--- config.mk ---
export PLATFORM = sky130hd
export DESIGN_NAME = mips_trace_buffer
export DESIGN_NICKNAME = d
export VERILOG_FILES = /design/src/rtl/mips_trace_buffer.sv
export SDC_FILE = /design/constraint.sdc
export NUM_CORES = 1
export LEC_CHECK = 0
export BUFFER_PORTS_ARGS = -buffer_cell sky130_fd_sc_hd__buf_2
export CORE_MARGIN = 4
export CORE_UTILIZATION = 45
export CTS_CLUSTER_SIZE = 40
export DETAILED_ROUTE_END_ITERATION = 12
export PLACE_DENSITY_LB_ADDON = 0.1
export SLEW_MARGIN = 40
export SYNTH_ARGS = -nofsm -noshare
export SYNTH_HDL_FRONTEND = slang
export SYNTH_SLANG_ARGS = --single-unit
--- constraint.sdc ---
create_clock -name clk -period 20.6 [get_ports clk]
set_input_delay 1.03 -clock clk [delete_from_list [all_inputs] [get_ports clk]]
set_output_delay 1.03 -clock clk [all_outputs]
set_load 0.01 [all_outputs]
--- src/rtl/mips_trace_buffer.sv ---
// Retirement trace FIFO: captures {PC+4, IR} per retired instruction and streams
// each entry as two 32-bit words over a valid/ready interface.
module mips_trace_buffer #(
    parameter  int DEPTH = 8,
    localparam int AW    = $clog2(DEPTH)
) (
    input  logic          clk,
    input  logic          reset,
    input  logic          enable,
    input  logic          clear,
    input  logic          wb_valid,
    input  logic [31:0]   wb_pc_plus4,
    input  logic [31:0]   wb_instruction,
    output logic          trace_valid,
    input  logic          trace_ready,
    output logic [31:0]   trace_data,
    output logic          trace_last,
    output logic [AW:0]   count,
    output logic          overflow,
    output logic [15:0]   drop_count
);

    typedef enum logic [1:0] {IDLE, PC_WORD, IR_WORD} state_t;

    localparam logic [AW:0] FULL_COUNT = (AW + 1)'(DEPTH);
    localparam logic [AW:0] ONE_COUNT  = (AW + 1)'(1);

    state_t          state, state_nxt;
    logic [31:0]     pc_mem [DEPTH];
    logic [31:0]     ir_mem [DEPTH];
    logic [AW-1:0]   wr_ptr, rd_ptr;
    logic            retire, push, pop, drop;

    // A full FIFO still accepts a retirement when the head leaves on the same edge.
    assign retire = enable && wb_valid && !clear;
    assign pop    = (state == IR_WORD) && trace_ready && !clear;
    assign push   = retire && ((count != FULL_COUNT) || pop);
    assign drop   = retire && (count == FULL_COUNT) && !pop;

    // NOTE: the storage array has no reset; entries are only read after being written.
    always_ff @(posedge clk) begin
        if (push) begin
            pc_mem[wr_ptr] <= wb_pc_plus4;
            ir_mem[wr_ptr] <= wb_instruction;
        end
    end

    // NOTE: sequential state uses non-blocking assignments so every register samples pre-edge values.
    always_ff @(posedge clk or negedge reset) begin
        if (!reset) begin
            wr_ptr     <= '0;
            rd_ptr     <= '0;
            count      <= '0;
            overflow   <= 1'b0;
            drop_count <= '0;
        end else if (clear) begin
            wr_ptr     <= '0;
            rd_ptr     <= '0;
            count      <= '0;
            overflow   <= 1'b0;
            drop_count <= '0;
        end else begin
            if (push) wr_ptr <= wr_ptr + 1'b1;
            if (pop)  rd_ptr <= rd_ptr + 1'b1;
            count <= count + {{AW{1'b0}}, push} - {{AW{1'b0}}, pop};
            if (drop) begin
                overflow <= 1'b1;
                if (drop_count != 16'hFFFF) drop_count <= drop_count + 16'd1;
            end
        end
    end

    always_ff @(posedge clk or negedge reset) begin
        if (!reset) state <= IDLE;
        else        state <= state_nxt;
    end

    // NOTE: every always_comb output gets a default first so no latch is inferred.
    always_comb begin
        state_nxt = state;
        if (clear) begin
            state_nxt = IDLE;
        end else begin
            case (state)
                IDLE:    if (count != '0) state_nxt = PC_WORD;
                PC_WORD: if (trace_ready) state_nxt = IR_WORD;
                IR_WORD: if (trace_ready)
                             state_nxt = ((count > ONE_COUNT) || push) ? PC_WORD : IDLE;
                default: state_nxt = IDLE;
            endcase
        end
    end

    always_comb begin
        trace_valid = 1'b0;
        trace_last  = 1'b0;
        trace_data  = '0;
        case (state)
            PC_WORD: begin
                trace_valid = 1'b1;
                trace_data  = pc_mem[rd_ptr];
            end
            IR_WORD: begin
                trace_valid = 1'b1;
                trace_last  = 1'b1;
                trace_data  = ir_mem[rd_ptr];
            end
            default: ;
        endcase
    end

endmodule

==> results of run 1 <==
## report_power, final
part | switching [W] | total [W] | internal [W]
clock network | 0.000397 | 0.000932 | 0.000535
logic | 0.0000851 | 0.000153 | 0.0000675
registers | 0.0000104 | 0.00123 | 0.00122
## flip-flops by register name, indices dropped and copies added, names as in the netlist
| register | count |
|---|---|
| drop_count | 16 |
| count | 4 |
| rd_ptr | 3 |
| wr_ptr | 3 |
| ir_mem | 256 |
| state | 2 |
| pc_mem | 256 |
| overflow | 1 |
## through the flow
| stage | cell area (um^2) | total power [W] | hold slack, ns | util (%) |
|---|---|---|---|---|
| finish | 24260 | 0.002315 | 0.4934 | 53.00 |
| floorplan | 21050 | 0.001348 | 0.5420 | - |
| global route | 24250 | 0.002406 | 0.5250 | 52.99 |
| CTS | 24230 | 0.002344 | 0.4791 | 52.95 |
| global placement | 22450 | 0.001406 | 0.5068 | 49.04 |
| detailed placement | 22540 | 0.001409 | 0.5203 | 49.25 |
## cell usage in the layout, fill, tap and decap left out, types with 4 or more instances in the layout
| cell type | count |
|---|---|
| o22ai_1 | 32 |
| clkinv_2 | 10 |
| buf_4 | 18 |
| inv_1 | 11 |
| buf_2 | 124 |
| a211oi_1 | 4 |
| a21oi_1 | 5 |
| o21ai_0 | 5 |
| dfrtp_1 | 26 |
| nand3_1 | 7 |
| clkinv_1 | 18 |
| mux4_2 | 128 |
| clkbuf_1 | 12 |
| clkbuf_16 | 58 |
| nor2_1 | 24 |
| edfxtp_1 | 512 |
| nor3b_2 | 4 |
| nand2_1 | 24 |
| mux2i_1 | 67 |
| xnor2_1 | 13 |
| nor4_1 | 5 |
| ha_1 | 14 |
## worst max-delay path by stage
stage | end | slack, ns | depth (start not counted)
CTS | trace_data[21] | 15.74 | 6
global placement | pc_mem[4][31]$_DFFE_PP_ | 16.11 | 6
floorplan | ir_mem[2][0]$_DFFE_PP_ | 13.58 | 4
global route | trace_data[21] | 15.62 | 6
finish | trace_data[25] | 15.93 | 6
detailed placement | pc_mem[4][31]$_DFFE_PP_ | 16.07 | 6
## cell families after synthesis
family          after synthesis  share of synthesized area, %
xor+xnor                     16                        0.6657
compound gates               57                         1.836
simple gates                 87                         2.080
mux                         195                         16.88
buf+inv                      58                         1.135
fa+ha+maj                    15                        0.9271
flops                       541                         76.48
## worst max-delay path: cells and delay by family (launching register included)
kind                   cells  cell delay (ns)
buffers and inverters      3             0.96
multiplexers               2             0.91
flip-flops                 1             0.86
AO/OA/AOI/OAI              1             0.19
## final cells by class
cell class | count | area [um^2] | share of cell area [%]
Antenna cell | 2 | 5.005 | 0.02063
Sequential cell | 541 | 16110 | 66.41
Inverter | 11 | 41.29 | 0.1702
Multi-Input combinational cell | 370 | 4763 | 19.63
Timing Repair Buffer | 149 | 897.1 | 3.698
Clock inverter | 31 | 193.9 | 0.7994
Clock buffer | 70 | 1496 | 6.168
Tap cell | 600 | 750.7 | 3.095
## layer usage
metal / GRT usage [%] / wire length, um / share of wire [%]
met4: 4.842 / 991 / 2.2
met5: 0 / 57 / 0.12
met1: 28.11 / 21410 / 47
met2: 27.42 / 21230 / 47
met3: 3.028 / 1921 / 4.2
==> impl_metrics.csv, run 1 <==
group,metric,value,unit
die,start_util,46.00,%
clock_tree,cts.path.max_buffers,3,
die,io_pins,125,
clock_tree,clock-root-buffer,"clkbuf_16",
die,core-area,0.04577,mm^2
critical_path,slowest_stage,"dfrtp_4",
flow_run,cap_violations,0,
die,die_w,224.3,um
sta,tightest_slew,0.8383,ns
clock_tree,h-tree-depth,2,
critical_path,crit_type,"reg2out",
critical_path,timing.critical_path.required,19.57,ns
clock_tree,cts.sink_count,541,
cells_and_area,final_nets,1214,
clock_tree,numCtsBuffers,56,
cells_and_area,drive_gt1_share,31.14,%
critical_path,r2r-start,"state[0]$_DFFE_PN0P_",
yosys,synth_most_common_cell,"edfxtp_1",
sta,final-setup-viol-count,0,
route,wl_per_cell,25.71,um
yosys,synth.distinct_cells,43,
critical_path,crit_path_start_kind,"register",
cells_and_area,syn_to_final_growth,15.23,%
critical_path,crit_start,"rd_ptr[0]$_DFFE_PN0P_",
sta,period_share,22.66,%
sta,max_freq,0.2142,GHz
pwr,power.leakage,7.676,nW
clock_tree,clk_latency,0.60,ns
cells_and_area,fin_cells,1774,
pwr,p_per_area,95.42,mW/mm^2
sta,hold_viol_final,0,
sta,fin_tns_setup,0,ns
sta,slew_headroom,44.11,%
grt,grt_antenna_before_repair,9,
sta,clock_skew,0.03336,ns
clock_tree,clk_pin_slew,0.05,ns
critical_path,crit_chain,"buf_12 > buf_16 > mux4_2 > mux2i_1 > o22ai_1 > buf_2",
clock_tree,cts_setup_buffers,0,
die,chipHeight,224.3,um
sta,worst_slack,15.93,ns
placement,gp_congestion,0.7181,
clock_tree,cts_tree,"done",
critical_path,reg2reg_depth,8,
grt,overflow,0,
placement,dp.cells,1670,
grt,grt_pass1_vias,10160,
route,first_iter_violations,949,
clock_tree,ctsHoldBuffers,0,
sta,slew_viol_final,0,
yosys,synth_top_area_cell,"edfxtp_1",
die,placementRows,78,
route,via_count,9971,
critical_path,slowest_delay,0.86,ns
route,antenna_left,0,
critical_path,r2r_slack,16.56,ns
yosys,synthTopCellsByCount,"512 x edfxtp_1, 128 x mux4_2, 67 x mux2i_1",
route,drc_errors,0,
yosys,synthArstFlopShare,5.360,%
sta,rsz0062_at_grt,"false",
yosys,synth-edff-count,512,
pwr,irDropWorstVdd,0.00005338,V
cells_and_area,num-fill-cells,3553,
critical_path,r2r-end,"ir_mem[4][13]$_DFFE_PP_",
yosys,ys_ff_latch,541,
yosys,syn_avg_cell_area,21.73,um^2
critical_path,endpoint_kind,"primary output",
route,dr.pass1.iters,5,
die,dieArea,0.05031,mm^2
yosys,synth_area,0.02105,mm^2
placement,port_buffers,124,
critical_path,crit_fanout,53,
grt,grt_usage,18.21,%
sta,min_period,4.668,ns
yosys,yosysTopAreaCellShare,73.03,%
critical_path,worstPathArrival,3.64,ns
grt,grt_pass1_wl,67940,um
route,wl,45610,um
grt,grt_max_degree,67,
yosys,syn-num-nets,1054,
yosys,synth_cells,969,
yosys,yosys_most_used_dff,"edfxtp_1",
min_path,hold_path.class,"in2async",
yosys,synthTopCellsByArea,"edfxtp_1 73%, mux4_2 14%, dfrtp_1 3.4%",
placement,post-place-ws,16.07,ns
yosys,seq_area_frac_synth,76.48,%
route,detail_route.vias_per_cell,5.621,
clock_tree,cts-resized-gates,0,
placement,detailed_place_hpwl,25660,um
outcome,status,"finished clean",
yosys,yosysWarnings,0,
(Power assumes the default switching activity.)
==> run 2: changes to the inputs <==
Settings changed: ABC_AREA set to 1.
Clock period 20.6 ns to 4.8 ns, I/O delays scaled along.
==> impl_metrics.csv, run 2 <==
group,metric,value,unit
yosys,synthTopCellsByArea,"edfxtp_1 67%, nand2_1 12%, nand3_1 5.4%",
cells_and_area,multi_input_area,0.005685,mm^2
grt,grt_util_met1,31.02,%
sta,min_period,3.633,ns
die,start_util,45.58,%
pwr,p_per_area,402.3,mW/mm^2
yosys,synth-edff-count,512,
route,wl_per_cell,19.88,um
die,dieArea,0.05460,mm^2
pwr,power.leakage,10.19,nW
clock_tree,h-tree-depth,2,
grt,grt_max_degree,129,
pwr,irDropWorstVdd,0.0002561,V
die,placementRows,82,
cells_and_area,final_nets,2327,
critical_path,timing.critical_path.required,4.56,ns
sta,final-setup-viol-count,0,
placement,detailed_place_hpwl,30940,um
critical_path,crit_fanout,128,
sta,slew_viol_final,0,
sta,rsz0062_at_grt,"false",
clock_tree,cts_tree,"done",
route,via_count,15390,
die,core-area,0.05027,mm^2
yosys,synth_top_area_cell,"edfxtp_1",
grt,grt_antenna_before_repair,3,
route,wl,58890,um
yosys,seq_area_frac_synth,70.26,%
cells_and_area,drive_gt1_share,11.18,%
yosys,synth_area,0.02292,mm^2
cells_and_area,fin_cells,2963,
route,drc_errors,0,
cells_and_area,num-fill-cells,4351,
cells_and_area,syn_to_final_growth,16.98,%
placement,gp_congestion,0.8107,
die,die_w,233.7,um
cells_and_area,most-common-layout-cells,"716 x nand2_1, 512 x edfxtp_1, 245 x nand3_1",
cells_and_area,reg.largest.list,"ir_mem: 256 flops, pc_mem: 256 flops, drop_count: 16 flops",
critical_path,crit_path_start_kind,"register",
die,io_pins,125,
yosys,syn-num-nets,2162,
sta,slew_headroom,47.76,%
yosys,synth.distinct_cells,28,
die,chipHeight,233.7,um
min_path,hold_path.class,"in2async",
placement,dp.cells,2785,
placement,port_buffers,124,
sta,tightest_slew,0.7818,ns
yosys,synthArstFlopShare,5.360,%
cells_and_area,final_util,53.32,%
clock_tree,cts_setup_buffers,0,
critical_path,endpoint_kind,"primary output",
flow_run,cap_violations,0,
route,antenna_left,0,
yosys,yosysTopAreaCellShare,67.09,%
clock_tree,clk_latency,0.60,ns
route,dr.pass1.iters,5,
grt,busiest_layer,"met2",
yosys,synth_cells,2077,
grt,overflow,0,
yosys,syn_avg_cell_area,11.03,um^2
clock_tree,numCtsBuffers,58,
yosys,ys_ff_latch,541,
yosys,yosys_most_used_dff,"edfxtp_1",
critical_path,crit_type,"reg2out",
clock_tree,cts.path.max_buffers,3,
route,first_iter_violations,1362,
outcome,status,"finished clean",
yosys,synthTopCellsByCount,"717 x nand2_1, 512 x edfxtp_1, 245 x nand3_1",
clock_tree,cts.sink_count,541,
critical_path,worstPathArrival,3.39,ns
sta,clock_skew,0.01867,ns
yosys,synth_most_common_cell,"nand2_1",
clock_tree,clk_pin_slew,0.06,ns
sta,hold_viol_final,0,
cells_and_area,seq_area,0.01611,mm^2
grt,grt_usage,21.44,%
yosys,yosysWarnings,0,
sta,period_share,75.69,%
cells_and_area,mostFrequentLayoutCell,"nand2_1",
clock_tree,clock-root-buffer,"clkbuf_16",
route,detail_route.vias_per_cell,5.192,
grt,grt_pass1_wl,89090,um
grt,grt_pass1_vias,14530,
grt,grt_util_met3,3.707,%
grt,grt_util_met2,33.39,%
sta,fin_tns_setup,0,ns
sta,max_freq,0.2752,GHz
[run 2: cell count changes in the layout (fill, tap and decap cells not counted), moves of 10 or more]
cell           before  now
mux2i_1            67    0
xnor2_1            13    3
nand3_1             7  245
inv_1              11  161
o22ai_1            32    1
o211ai_1            0   64
mux4_2            128    0
o21ai_0             5   51
a21oi_1             5   35
nor2_1             24   91
nand2_1            24  716
dlygate4sd3_1       0   69
[run 2: what timing repair did]
| item | CTS | global route |
|---|---|---|
| hold buffers | 69 | 0 |
| gates resized for setup | 0 | 0 |
| endpoints found under the hold margin | 546 | 0 |
[run 2: worst paths after layout]
kind / start / endpoint / slack [ns] / depth (start not counted)
hold / removal: reset / drop_count[6]$_DFFE_PN0P_ / 0.24 / 2
min in group clk: wb_pc_plus4[12] / pc_mem[4][12]$_DFFE_PP_ / 0.44 / 2
hold reg to reg: overflow$_DFFE_PN0P_ / overflow$_DFFE_PN0P_ / 0.49 / 2
setup reg to reg: state[0]$_DFFE_PN0P_ / ir_mem[2][30]$_DFFE_PP_ / 1.93 / 10
setup / recovery: rd_ptr[0]$_DFFE_PN0P_ / trace_data[18] / 1.17 / 9
max in group asynchronous: reset / rd_ptr[1]$_DFFE_PN0P_ / 4.01 / 2
[run 2: cell families after synthesis]
| family | count (synthesis) | synth area share (%) |
|---|---|---|
| simple gates | 1074 | 19.15 |
| flops | 541 | 70.26 |
| buf+inv | 281 | 5.214 |
| compound gates | 160 | 4.292 |
| fa+ha+maj | 15 | 0.8518 |
| xor+xnor | 6 | 0.2294 |
[run 2: per-stage QoR]
step                worst slack, ns  instance area (um^2)  hold slack, ns  power (W)
floorplan                    0.2673                 22920        -0.05559   0.006056
global placement              1.803                 24230          0.3270   0.006474
detailed placement            1.773                 24270          0.3313   0.006489
CTS                           1.105                 26800          0.2163    0.01088
global route                 0.9591                 26810          0.2818    0.01120
finish                        1.167                 26810          0.2434    0.01078
[run 2: final cells by class]
cell class                 instances  area share (%)
timing repair buffer             221           6.339
tap                              672           3.137
sequential                       541           60.10
antenna                            1        0.009335
inverter                         165           2.343
clock inverter                    32           1.046
multi-input combinational       1255           21.21
clock buffer                      76           5.821
[run 2: where the power goes]
group / switching, W / internal (W) / leakage, nW
logic: 0.000814 / 0.000337 / 4.29
registers: 0.0000460 / 0.00524 / 5.01
clock network: 0.00181 / 0.00254 / 0.894
total: 0.00267 / 0.00812 / 10.2
[run 2: per-layer routing]
metal / vias to the layer above / share of wire [%]
met3: 99 / 5.8
met4: 4 / 2.5
met1: 7470 / 46
met2: 432 / 46
met5: - / 0.046
li1: 7380 / -
[run 2: worst max-delay path, cell delays in order (launching register included)]
cell     delay (ns)
dfrtp_4        0.77
buf_12         0.44
buf_16         0.42
nor2_1         0.10
nor2_1         0.09
o21ai_0        0.09
nand3_1        0.10
nand3_1        0.19
a21oi_1        0.29
buf_2          0.18
